==> config.mk <==
export PLATFORM = sky130hd
export DESIGN_NAME = i2c_arbiter
export DESIGN_NICKNAME = d
export VERILOG_FILES = /design/src/rtl/i2c_arbiter.sv
export SDC_FILE = /design/constraint.sdc
export NUM_CORES = 1
export LEC_CHECK = 0
export CAP_MARGIN = 20
export CORE_UTILIZATION = 49
export DETAILED_ROUTE_END_ITERATION = 6
export PLACE_DENSITY = 0.94
export REMOVE_ABC_BUFFERS = 1
export SYNTH_ARGS = -nofsm -noshare
export SYNTH_HDL_FRONTEND = slang
export SYNTH_SLANG_ARGS = --single-unit
==> constraint.sdc <==
create_clock -name clk -period 4.71 [get_ports clk]
set_clock_uncertainty 0.15 [all_clocks]
set_input_delay 0.942 -clock clk [delete_from_list [all_inputs] [get_ports clk]]
set_output_delay 0.942 -clock clk [all_outputs]
set_load 0.05 [all_outputs]
==> src/rtl/i2c_arbiter.sv <==
`default_nettype none
// ----------------------------------------------------------------------------
// i2c_arbiter : round-robin arbiter/sequencer sharing one single-byte I2C master
// Revision    : 1.0
// ----------------------------------------------------------------------------
module i2c_arbiter #(
   parameter int NREQ      = 4,
   parameter int LAUNCH_TO = 1023,
   parameter int BUSY_TO   = 16383
) (
   input  logic                 clk,
   input  logic                 rst,
   input  logic [NREQ-1:0]      req,
   input  logic [NREQ-1:0]      req_rw,
   input  logic [7*NREQ-1:0]    req_addr,
   input  logic [8*NREQ-1:0]    req_wdata,
   output logic [NREQ-1:0]      gnt,
   output logic [NREQ-1:0]      done,
   output logic                 err,
   output logic [7:0]           rdata,
   output logic                 busy,
   output logic                 m_en,
   output logic                 m_rw,
   output logic [6:0]           m_addr,
   output logic [7:0]           m_data,
   input  logic                 m_ready,
   input  logic [7:0]           m_data_out
);

   localparam int IW = (NREQ > 1) ? $clog2(NREQ) : 1;
   localparam logic [15:0]   c_LAUNCH_TO = 16'(LAUNCH_TO);
   localparam logic [15:0]   c_BUSY_TO   = 16'(BUSY_TO);
   localparam logic [IW-1:0] c_LAST_RST  = IW'(NREQ - 1);

   typedef enum logic [1:0] {
      S_IDLE   = 2'd0,
      S_LAUNCH = 2'd1,
      S_BUSY   = 2'd2
   } state_t;

   state_t            r_state, w_state_n;
   logic              r_sync1, r_rdy_s;
   logic [NREQ-1:0]   r_gnt, w_gnt_n;
   logic [NREQ-1:0]   r_done, w_done_n;
   logic              r_err, w_err_n;
   logic              r_m_en, w_m_en_n;
   logic              r_m_rw, w_m_rw_n;
   logic [6:0]        r_m_addr, w_m_addr_n;
   logic [7:0]        r_m_data, w_m_data_n;
   logic [7:0]        r_rdata, w_rdata_n;
   logic [IW-1:0]     r_last, w_last_n;
   logic [15:0]       r_timer, w_timer_n, w_timer_inc;

   logic              w_found;
   logic [IW-1:0]     w_win;
   logic [NREQ-1:0]   w_sel_oh;
   logic [6:0]        w_sel_addr;
   logic [7:0]        w_sel_data;
   logic              w_sel_rw;

   // Search starts just after the last winner so every requester gets a turn.
   always_comb begin
      w_found = 1'b0;
      w_win   = '0;
      for (int k = 1; k <= NREQ; k++) begin
         if (!w_found && req[(int'(r_last) + k) % NREQ]) begin
            w_found = 1'b1;
            w_win   = IW'((int'(r_last) + k) % NREQ);
         end
      end
   end

   always_comb begin
      w_sel_oh   = '0;
      w_sel_addr = '0;
      w_sel_data = '0;
      w_sel_rw   = 1'b0;
      for (int i = 0; i < NREQ; i++) begin
         if (IW'(i) == w_win) begin
            w_sel_oh[i] = 1'b1;
            w_sel_addr  = req_addr[7*i +: 7];
            w_sel_data  = req_wdata[8*i +: 8];
            w_sel_rw    = req_rw[i];
         end
      end
   end

   assign w_timer_inc = (r_timer == 16'hFFFF) ? r_timer : r_timer + 16'd1;

   always_comb begin
      w_state_n  = r_state;
      w_gnt_n    = r_gnt;
      w_done_n   = '0;
      w_err_n    = 1'b0;
      w_m_en_n   = r_m_en;
      w_m_rw_n   = r_m_rw;
      w_m_addr_n = r_m_addr;
      w_m_data_n = r_m_data;
      w_rdata_n  = r_rdata;
      w_last_n   = r_last;
      w_timer_n  = r_timer;
      case (r_state)
         S_IDLE: begin
            if (w_found && r_rdy_s) begin
               w_gnt_n    = w_sel_oh;
               w_m_en_n   = 1'b1;
               w_m_rw_n   = w_sel_rw;
               w_m_addr_n = w_sel_addr;
               w_m_data_n = w_sel_data;
               w_last_n   = w_win;
               w_timer_n  = '0;
               w_state_n  = S_LAUNCH;
            end
         end
         S_LAUNCH: begin
            // Dropping en as soon as the master leaves idle limits it to one byte.
            if (!r_rdy_s) begin
               w_m_en_n  = 1'b0;
               w_timer_n = '0;
               w_state_n = S_BUSY;
            end else if (r_timer == c_LAUNCH_TO) begin
               w_m_en_n  = 1'b0;
               w_gnt_n   = '0;
               w_err_n   = 1'b1;
               w_state_n = S_IDLE;
            end else begin
               w_timer_n = w_timer_inc;
            end
         end
         S_BUSY: begin
            if (r_rdy_s) begin
               if (r_m_rw) begin
                  w_rdata_n = m_data_out;
               end
               w_done_n  = r_gnt;
               w_gnt_n   = '0;
               w_state_n = S_IDLE;
            end else if (r_timer == c_BUSY_TO) begin
               w_gnt_n   = '0;
               w_err_n   = 1'b1;
               w_state_n = S_IDLE;
            end else begin
               w_timer_n = w_timer_inc;
            end
         end
         default: begin
            w_state_n = S_IDLE;
         end
      endcase
   end

   always_ff @(posedge clk or posedge rst) begin
      if (rst) begin
         r_state  <= S_IDLE;
         r_sync1  <= 1'b0;
         r_rdy_s  <= 1'b0;
         r_gnt    <= '0;
         r_done   <= '0;
         r_err    <= 1'b0;
         r_m_en   <= 1'b0;
         r_m_rw   <= 1'b0;
         r_m_addr <= '0;
         r_m_data <= '0;
         r_rdata  <= '0;
         r_last   <= c_LAST_RST;
         r_timer  <= '0;
      end else begin
         r_state  <= w_state_n;
         r_sync1  <= m_ready;
         r_rdy_s  <= r_sync1;
         r_gnt    <= w_gnt_n;
         r_done   <= w_done_n;
         r_err    <= w_err_n;
         r_m_en   <= w_m_en_n;
         r_m_rw   <= w_m_rw_n;
         r_m_addr <= w_m_addr_n;
         r_m_data <= w_m_data_n;
         r_rdata  <= w_rdata_n;
         r_last   <= w_last_n;
         r_timer  <= w_timer_n;
      end
   end

   assign gnt    = r_gnt;
   assign done   = r_done;
   assign err    = r_err;
   assign rdata  = r_rdata;
   // Stays high through the done/err cycle, which is already back in IDLE.
   assign busy   = (r_state != S_IDLE) | (|r_done) | r_err;
   assign m_en   = r_m_en;
   assign m_rw   = r_m_rw;
   assign m_addr = r_m_addr;
   assign m_data = r_m_data;

endmodule
`default_nettype wire

* Word-level counts from Yosys, hierarchy flattened
Cells that the tools add are included.
Word-level totals: register bits after elaboration 56, input port bits 79, logic and storage cells 133
Cells by class: add/sub/neg operators 5, $lt $le $gt $ge 4, equal/unequal tests 16, muxes and demuxes 66, bitwise logic cells 6, reduce and logical (&&, ||, !) cells 23
Operator list (count):
- 16-bit 2-to-1 mux | 6
- 16-bit one-hot mux with 3 select lines | 1
- 8-bit 2-to-1 mux | 4
- 4-bit 2-to-1 mux | 7
- 7-bit 2-to-1 mux | 4
- 1-bit 2-to-1 mux | 27
- 2-bit 2-to-1 mux | 9
- 16-bit by 1-bit adder with 16-bit output, second input constant | 1
- 16-bit by 10-bit == test with 1-bit output, second input constant | 1
- 16-bit by 14-bit == test with 1-bit output, second input constant | 1
- 16-bit == test, second input constant | 1
- 3-bit by 4-bit less-than comparator with 1-bit output, second input constant | 4
- 4-bit one-hot mux with 3 select lines | 1
- 2-bit != test, second input constant | 5
- 5-bit AND reduction | 2
- 3-bit != test, second input constant | 3
- 3-bit AND reduction | 3
- 1-bit binary-select mux with 2-bit select | 4
- 2-bit OR reduction | 4
- 2-bit one-hot mux with 3 select lines | 1
- 2-bit by 1-bit adder with 2-bit output, second input constant | 2
- 2-bit adder, second input constant | 2
- 1-bit bitwise AND, first input constant | 4
- 2-bit == test, first input constant | 2
- other kinds (12) | 21

* Logic depth before layout (Yosys ltp)
Gate-level depths: netlist (run 1).
word-level depth 21, gate-level depth with buffers 9

* Worst setup path before layout (run 1)
OpenSTA, ideal clock, no wires.
kind in2reg, start input port req[3], end register r_m_data[3], in the netlist m_data[3], data arrival time 2.343 ns, path slack 2.082 ns, cell stages on the path 8, buffers on the path 3, path through clkbuf_1 -> a21oi_1 -> o221a_1 -> buf_2 -> buf_4 -> mux2_1 -> a22oi_1 -> o31ai_1
Between the ends: cells in the longest elaborated chain, start to end 18
Ends and longest elaborated chain:
- start, declared | line 13 | input logic [NREQ-1:0] req,
- 1-bit binary-select mux with 2-bit select | line 66 | if (!w_found && req[(int'(r_last) + k) % NREQ]) begin
- 1-bit 2-to-1 mux (implied by the code) (2 in series) | line 66
- 1-bit 2-to-1 mux | line 66
- 1-bit logical NOT | line 66
- 1-bit logical AND | line 66
- 1-bit 2-to-1 mux | line 66
- 1-bit logical NOT | line 66
- 1-bit logical AND | line 66
- 1-bit 2-to-1 mux | line 66
- 1-bit logical NOT | line 66
- 1-bit logical AND | line 66
- 2-bit 2-to-1 mux | line 66
- 2-bit logical NOT | line 79 | if (IW'(i) == w_win) begin
- 8-bit 2-to-1 mux (4 in series) | line 79
- end signal, assigned | line 177 | r_m_data <= w_m_data_n;
- end, declared | line 49 | logic [7:0] r_m_data, w_m_data_n;
Parallel ways exist; a longest one is shown, timed or not. The select of a mux whose other input is x is not followed. A chain may end at the register's enable or synchronous reset.

* Worst setup path in the final report (run 1)
start input port req[1], end register r_m_addr[6], in the netlist m_addr[6]
Between the ends: cells in the longest elaborated chain, start to end 18
Ends and longest elaborated chain:
- 1-bit binary-select mux with 2-bit select | line 66
- 1-bit 2-to-1 mux (implied by the code) (2 in series) | line 66
- 1-bit 2-to-1 mux | line 66
- 1-bit logical NOT | line 66
- 1-bit logical AND | line 66
- 1-bit 2-to-1 mux | line 66
- 1-bit logical NOT | line 66
- 1-bit logical AND | line 66
- 1-bit 2-to-1 mux | line 66
- 1-bit logical NOT | line 66
- 1-bit logical AND | line 66
- 2-bit 2-to-1 mux | line 66
- 2-bit logical NOT | line 79
- 7-bit 2-to-1 mux (4 in series) | line 79
- end signal, assigned | line 176 | r_m_addr <= w_m_addr_n;
- end, declared | line 48 | logic [6:0] r_m_addr, w_m_addr_n;
Parallel ways exist; a longest one is shown, timed or not. The select of a mux whose other input is x is not followed.

==> impl_summary.md, run 1 <==
Timing
The total of endpoints with negative setup slack in the final report is 0. Setup repair after global routing left no endpoint under its margin. The number of max-slew violations in the final report came to 0. The minimum period implied by the final worst setup slack is roughly 3.2 ns. The final number of hold-violating endpoints is 0. Based on the critical path, the design can be clocked at up to around 300 MHz. The headroom to the max-slew limit is 43.9%. The fraction of the cycle the final worst path needs is 68.7%. Once routing completed, OpenROAD measured the worst setup slack at 1.47 ns. The sum of negative setup slack is 0 ns. For the pin with the worst max-slew slack, the measured transition is 0.842 ns.

Floorplan
The I/O pin count is about 110. The die covers 6820 µm². The vertical die dimension is 82.6 µm.

The number of rows created at floorplan is 28. The core region is 6100 µm². Once the floorplan was initialized, standard cells occupied 52.2% of the core.

The width of the die is 82.6 µm.

Clock tree
The number of sinks driven by the clock tree is between 50 and 60. CTS placed an instance of sky130_fd_sc_hd__clkbuf_8 at the clock tree root. The clock tree from TritonCTS is built. The number of cells upsized or downsized after cts is 0. Clock tree synthesis inserted a total of 5 buffers. Counting along the longest clock path gives a buffer depth of 2. The clock edge transition at the registers on the reported setup and hold paths is around 0.10 ns. Post-CTS timing repair inserted 0 buffers for setup.

The hold buffer count at CTS is 0. The later pin in the worst-skew pair is clocked with a latency of roughly 0.31 ns. The maximum level of the CTS H-tree is 2.

Global route
The number of global-route vias before repair was 2925. Entering global routing, the biggest net connects 36 pins. The first global-routing pass estimated roughly 14000 µm of wire. The number of antenna violations at the first check in global routing is 0. The overall overflow remaining after global route is 0. The global-route usage over all layers is a little over a quarter.

Final layout
In the final design database the tool counted 499 nets. Once layout is complete, the cells apart from fillers number 491. The layout overhead on the synthesized area is 39.6%.

The number of antenna diodes in the final layout is 0. The post-route netlist has a little over a tenth of its cells at a drive strength greater than 1. The total of fill cells in the finished design is around 440.

Power and ir drop
The static leakage is between 0.0015 and 0.002 µW. The power after layout is 2510 µW. Dividing total power by cell area gives a power density of 565 nW/µm². VDD sags by at most between 0.0005 and 0.0006 V.

Worst setup path
The number of logic stages on the critical path including buffering is 7. The slack of the worst reg-to-reg path is roughly 2.0 ns. The worst path buffer plus inverter count is 1.

The slowest stage cell on the critical path is sky130_fd_sc_hd__o221a_2. Among cell families on the critical path, the largest total delay comes from compound AO/OA/AOI/OAI gates. STA classifies the critical path endpoint as a flip-flop. The delay contributed by the slowest stage of the critical path is 0.77 ns. The critical path starts at req[1]. The worst register-to-register path ends at m_addr[6]. The largest fanout of any net on the critical path is 32. Walking the worst path, the cells encountered are clkdlybuf4s50_1 -> nor2b_1 -> a21oi_1 -> o221a_2 -> mux2_2 -> a22oi_1 -> o31ai_1. At the worst endpoint, the arrival time is 3.26 ns. STA classifies the critical path startpoint as a primary input. The worst-case reg-to-reg path depth is 6. The critical path is of the primary input to flip-flop type. For the worst setup path, the data required time is 4.73 ns. The critical register-to-register path startpoint is r_last[1]. Following the worst setup path forward leads to its endpoint at m_addr[6].

Synthesis
The number of synthesized flops with an enable pin is 0. The cell area that synthesis handed to floorplanning was 3180 µm². The share of flip-flops with an asynchronous set or reset after synthesis is 100%. By instance count, the leading cell after synthesis is sky130_fd_sc_hd__dfrtp_1. Synthesis produced a little over 300 cells. The synthesized area divided by synthesized cell count is slightly above 10 µm². The area fraction of the dominant cell type after synthesis is 42.5%. Ranked by total cell area, the synthesized netlist is headed by sky130_fd_sc_hd__dfrtp_1, sky130_fd_sc_hd__mux2_2, sky130_fd_sc_hd__mux2i_1. The flop and latch count out of synthesis is between 50 and 60. The portion of the post-synthesis area used by sequential elements is 44.1%. Counting distinct cell types in the post-synthesis netlist gives 51. The commonest cells after synthesis are sky130_fd_sc_hd__dfrtp_1, sky130_fd_sc_hd__o31ai_1, sky130_fd_sc_hd__mux2_2. The synthesized design spends more area on one cell type than any other, namely sky130_fd_sc_hd__dfrtp_1.

The count of yosys warnings during synthesis is 0. In the synthesized netlist the dominant register cell turns out to be sky130_fd_sc_hd__dfrtp_1.

Routing
The count of nets left with antenna violations after detail routing is 0. In this run, the number of DRC markers left after iteration 0 of detailed routing was roughly 260. The detailed-route wire length per cell is 17.8 µm.

The total iterations of the first detailed-routing run is 4. In the routed layout, each cell is associated on average with a via count of 6.05. The number of remaining DRC errors is 0. The number of vias after detailed routing is 2973. The sum of routed wire length over all layers is 8760 µm.

Worst hold path
The worst min-delay path class is flip-flop to flip-flop.

Placed design
Once placement completed, the tool counted placed cells totaling between 400 and 500. At the end of routability-driven placement, the weighted congestion stood at roughly 0.93. During placement, the flow inserted port buffers numbering 113. After legalization and detailed placement, the total HPWL measured approximately 6500 µm. Timing analysis after detailed placement gives a worst setup slack of between 1 and 1.5 ns.

Run
The tool flagged a number of max-cap violations equal to 0.

Outcome
The run finished with clean final reports.
[stage by stage]
| stage | hold WS (ns) | cell area (µm²) | utilization [%] |
|---|---|---|---|
| floorplan | 0.181 | 3090 | - |
| global placement | 0.184 | 4340 | 71.2 |
| detailed placement | 0.195 | 4350 | 71.3 |
| CTS | 0.217 | 4440 | 72.9 |
| global route | 0.223 | 4440 | 72.9 |
| finish | 0.215 | 4440 | 72.9 |
[power breakdown]
part           switching (µW)  internal (µW)  total, µW  leakage, µW
sequential                101            630        731     0.000719
combinational             933            570       1500      0.00106
clock                     155            120        275    0.0000445
total                    1190           1320       2510      0.00183
[per-layer routing]
layer / global-route usage (%) / part of all wire, %
met5: 0 / 0
met4: 10.9 / 1.8
met3: 3.85 / 3.7
met2: 50.7 / 55
met1: 31.1 / 39
[flip-flops by register name, indices dropped and copies added, names as in the netlist]
signal and count:
r_timer 16, m_data 8, rdata 8, m_addr 7, done 4, gnt 4
r_last 2, r_state 2, err 1, m_en 1, m_rw 1, r_rdy_s 1
r_sync1 1
[worst min-delay path by stage]
| stage | startpoint | to | slack, ns | cells after the start |
|---|---|---|---|---|
| final | r_sync1 | r_rdy_s | 0.21 | 0 |
| after global routing | r_sync1 | r_rdy_s | 0.22 | 0 |
| after CTS | r_sync1 | r_rdy_s | 0.22 | 0 |
| after detailed placement | r_sync1 | r_rdy_s | 0.20 | 0 |
| after global placement | r_sync1 | r_rdy_s | 0.18 | 0 |
| after floorplan | r_sync1 | r_rdy_s | 0.18 | 0 |
[final cells by class]
cell class / count / area [µm²] / area share, %
clock buffer: 7 / 86.3 / 1.94
multi-input combinational: 227 / 1660 / 37.3
inverter: 7 / 26.3 / 0.591
tap: 75 / 93.8 / 2.11
timing repair buffer: 118 / 1170 / 26.3
sequential: 56 / 1400 / 31.6
clock inverter: 1 / 7.51 / 0.169
[cells by family (layout without fill, tap and decap cells)]
| logic type | Yosys count | in the layout | synth area share [%] |
|---|---|---|---|
| flops | 56 | 56 | 44.1 |
| fa+ha+maj | 5 | 5 | 1.97 |
| compound gates | 97 | 97 | 20.8 |
| mux | 45 | 45 | 15.3 |
| simple gates | 80 | 80 | 14.0 |
| buf+inv | 24 | 133 | 3.81 |
[cell usage in the layout (no fill, tap or decap), types with 9 or more instances in the layout]
cell type / netlist / final
sky130_fd_sc_hd__a22oi_1: 16 / 16
sky130_fd_sc_hd__nand3_1: 13 / 13
sky130_fd_sc_hd__nand2_1: 16 / 16
sky130_fd_sc_hd__a21oi_1: 17 / 17
sky130_fd_sc_hd__mux2_1: 9 / 9
sky130_fd_sc_hd__o31ai_1: 21 / 21
sky130_fd_sc_hd__o21ai_0: 9 / 9
sky130_fd_sc_hd__dfrtp_1: 54 / 54
sky130_fd_sc_hd__nor2_1: 12 / 12
sky130_fd_sc_hd__o21ai_1: 11 / 11
sky130_fd_sc_hd__clkdlybuf4s50_1: 0 / 113
sky130_fd_sc_hd__mux2_2: 19 / 19
sky130_fd_sc_hd__mux2i_1: 17 / 17
No activity file was read; power rests on OpenSTA's default activity.
==> run 2: changes to the inputs <==
- CORE_UTILIZATION: 49 -> 41
- PLACE_DENSITY: 0.94 -> 0.85
- clock period: 4.71 -> 2.8 ns (I/O delays scaled with it)
==> run 2 against run 1 <==
Net effect: worst hold slack got worse by 0.0057 ns; power increased by 70%; non-clock buffer count increased by 10; flip-flop and latch count unchanged; largest power group unchanged; sequential power increased by 67%; combinational power increased by 73%; clock power increased by 60%; global-route usage decreased by 6.9 points; cell area increased by 3.0%; clock-buffer cell count decreased by 1; setup slack got worse by 1.3 ns; highest routed layer unchanged; largest cell class unchanged.
==> impl_summary.md, run 2 (same netlist as run 1, synthesis figures left out) <==
Outcome
Run status: complete, no violations (unchanged).

Timing
The headroom to the max-slew limit is 63.0% (was 43.9%). The post-route worst hold slack is 0.209 ns (was 0.215 ns). The number of max-slew violations in the final report was 0 (unchanged). The slew of the pin with the lowest slew margin is 0.548 ns (was 0.842 ns).

Setup repair after global routing missed its margin: false (unchanged). The minimum period implied by the final worst setup slack is 2.64 ns. After layout, the worst path uses 94.4% of the clock period. The total of endpoints with negative setup slack in the final report is 0 (unchanged). The final number of hold-violating endpoints is 0 (unchanged). The highest achievable clock rate is roughly 380 MHz. The final worst-path setup slack was 0.156 ns (was 1.47 ns).

Placed design
The setup slack at placement is -0.163 ns (was 1.17 ns). The placed instance count came to 516 (was 483). The total half-perimeter wirelength after legalization and detailed placement came to 5880 µm (was 6470 µm). The placed instance area came to 4470 µm² (was 4350 µm²). The number of buffers added on ports is 113 (unchanged). The weighted congestion at the end of routability-driven global placement was 0.912 (was 0.929).

Global route
The pin count of the biggest net entering global routing is 57 (was 36). The first-pass GRT wire length is 13500 µm (was 13800 µm). The overall overflow remaining after global route is 0 (unchanged). The number of global-route vias before repair is 2800 (was 2925). The number of antenna violations at the first check in global routing is 0 (unchanged). The global-route usage over all layers was 20.3% (was 27.2%).

Final layout
The share of final-layout standard cells stronger than drive strength 1 is 12.7% (was 10.6%). The filler-free cell count of the finished design is 525 (was 491). The final standard cell area without fillers is 4570 µm² (was 4440 µm²). The most common cell after layout, fill and taps aside is sky130_fd_sc_hd__clkdlybuf4s50_1 (unchanged). Leading cell types in the layout, fill and taps excluded: sky130_fd_sc_hd__clkdlybuf4s50_1, sky130_fd_sc_hd__dfrtp_1, sky130_fd_sc_hd__o31ai_1 (unchanged). The layout net count is 509 (was 499). The total inserted antenna cells was 0 (unchanged). The layout overhead on the synthesized area came to 43.8% (was 39.6%). The number of flip-flops under the largest register name came to 16 (unchanged). The register bank with the most flops was r_timer (unchanged).

Worst setup path
The category of the worst setup path capture point is a flip-flop (unchanged). The slowest stage cell on the critical path is sky130_fd_sc_hd__o41ai_1 (was sky130_fd_sc_hd__o221a_2). The launch point of the worst path is req[3] (was req[1]). The startpoint kind of the worst setup timing path is a primary input (unchanged).

The delay contributed by the slowest stage of the critical path was 0.61 ns (was 0.77 ns). The worst endpoint required time came to 2.85 ns (was 4.73 ns). The largest fanout of any net on the critical path is 17 (was 32). Cells traversed along the worst timing path: clkdlybuf4s50_1 -> o41ai_1 -> buf_4 -> and2_1 -> nor2_4 -> o21ai_4 -> nor3_1 -> o22a_1 (was clkdlybuf4s50_1 -> nor2b_1 -> a21oi_1 -> o221a_2 -> mux2_2 -> a22oi_1 -> o31ai_1). The critical register-to-register path startpoint is r_timer[13] (was r_last[1]). The arrival time at the worst endpoint came to 2.70 ns (was 3.26 ns).

The type of the worst setup path is primary input to flip-flop (unchanged).

Clock tree
The maximum level of the CTS H-tree is 2 (unchanged). The number of buffers created by CTS was 5 (unchanged). The source-to-sink clock delay at the later pin of the worst-skew pair came to 0.31 ns (about the same). The clock tree from TritonCTS is built (unchanged).

The CTS root buffer is sky130_fd_sc_hd__clkbuf_8 (unchanged). The number of sinks driven by the clock tree is 56 (unchanged). The clock tree buffer depth is 2 (unchanged). The hold buffer count at CTS is 0 (unchanged). The post-CTS repair timing setup buffer count is 0 (unchanged). The clock edge transition at the registers on the reported setup and hold paths is 0.10 ns (about the same).

Routing
The number of remaining DRC errors is 0 (unchanged). The number of DRC markers after the initial detailed-route iteration is 141 (was 261). The count of nets left with antenna violations after detail routing came to 0 (unchanged). The sum of routed wire length over all layers is 8040 µm (was 8760 µm). The total iterations of the first detailed-routing run is 5 (was 4). The number of vias after detailed routing came to 2930 (was 2973). The vias per cell is 5.58 (was 6.05). The detailed-route wire length per cell came to 15.3 µm (was 17.8 µm).

Power and ir drop
The total net switching power is 1990 µW (was 1190 µW). The internal power of the cells is 2270 µW (was 1320 µW). The switching power as a share of total power is 46.8% (was 47.4%).

The part of the power in the clock network is 10.3% (was 11.0%). The largest vdd supply drop is 0.000435 V (was 0.000547 V). The static leakage came to 0.00189 µW (was 0.00183 µW). The part of the power in combinational logic is 61.1% (was 59.9%).

The power density over the cells came to 931 nW/µm² (was 565 nW/µm²). The share of total power in sequential cells is 28.6% (was 29.1%).

Floorplan
The total die area is 8120 µm² (was 6820 µm²). The initial core utilization is 43.2% (was 52.2%). The number of rows created at floorplan came to 31 (was 28). The vertical die dimension was 90.1 µm (was 82.6 µm). The width of the die came to 90.1 µm (was 82.6 µm).

The area of the placeable core is 7370 µm² (was 6100 µm²). The I/O pin count is 114 (unchanged).

Run
The number of max-cap violations is 0 (unchanged).

Worst hold path
The critical hold path startpoint is r_sync1 (unchanged). The worst min-delay path class is flip-flop to flip-flop (unchanged).
==> run 2: what timing repair did <==
| item | in CTS | in global routing |
|---|---|---|
| endpoints found under the setup margin | 0 | 1 |
| hold endpoints to repair | 0 | 0 |
| gates resized for setup | 0 | 1 |
==> run 2: metal layers <==
layer | GRT usage, % | vias up | wire length [µm] | share of wire (%)
li1 | - | 1403 | - | -
met1 | 25.7 | 1423 | 3510 | 44
met2 | 35.9 | 96 | 4070 | 51
met3 | 3.98 | 8 | 377 | 4.7
met4 | 3.90 | 0 | 85 | 1.1
met5 | 0 | - | 0 | 0
==> run 2: power groups by stage <==
stage	combinational, µW	sequential [µW]	clock (µW)
3_3_place_gp	2540	1220	0
3_5_place_dp	2600	1230	0
4_1_cts	2600	1220	457
5_1_grt	2760	1250	484
2_1_floorplan	1020	1900	0
6_report	2600	1220	439
==> run 2: cell type report <==
cell class | count | area (µm²)
clock buffer | 6 | 72.6
clock inverter | 2 | 16.3
fill | 635 | 2800
inverter | 7 | 26.3
multi-input combinational | 227 | 1660
sequential | 56 | 1400
tap | 99 | 124
timing repair buffer | 128 | 1270
==> run 2: final timing paths <==
kind	end	slack [ns]	cells after the start
setup / recovery	r_timer[15]	0.16	8
hold / removal	r_rdy_s	0.21	0
setup reg to reg	r_timer[15]	0.40	6
hold reg to reg	r_rdy_s	0.21	0
max in group asynchronous	r_last[0]	1.74	3
min in group asynchronous	m_addr[3]	0.47	3
==> run 2: per-stage QoR <==
step           total power [µW]  util, %  TNS, ns
2_1_floorplan              2920        -   -0.901
3_3_place_gp               3760     60.7  -0.0567
3_5_place_dp               3830     60.7    -2.56
4_1_cts                    4280     61.9        0
5_1_grt                    4500     62.1        0
6_report                   4260     62.1        0
==> run 2: worst max-delay path: cells and delay by family <==
family / cells / cell delay [ns]
AOI/OAI and AO/OA: 3 / 0.97
and+or+nand+nor: 3 / 0.40
buffers and inverters: 2 / 0.76
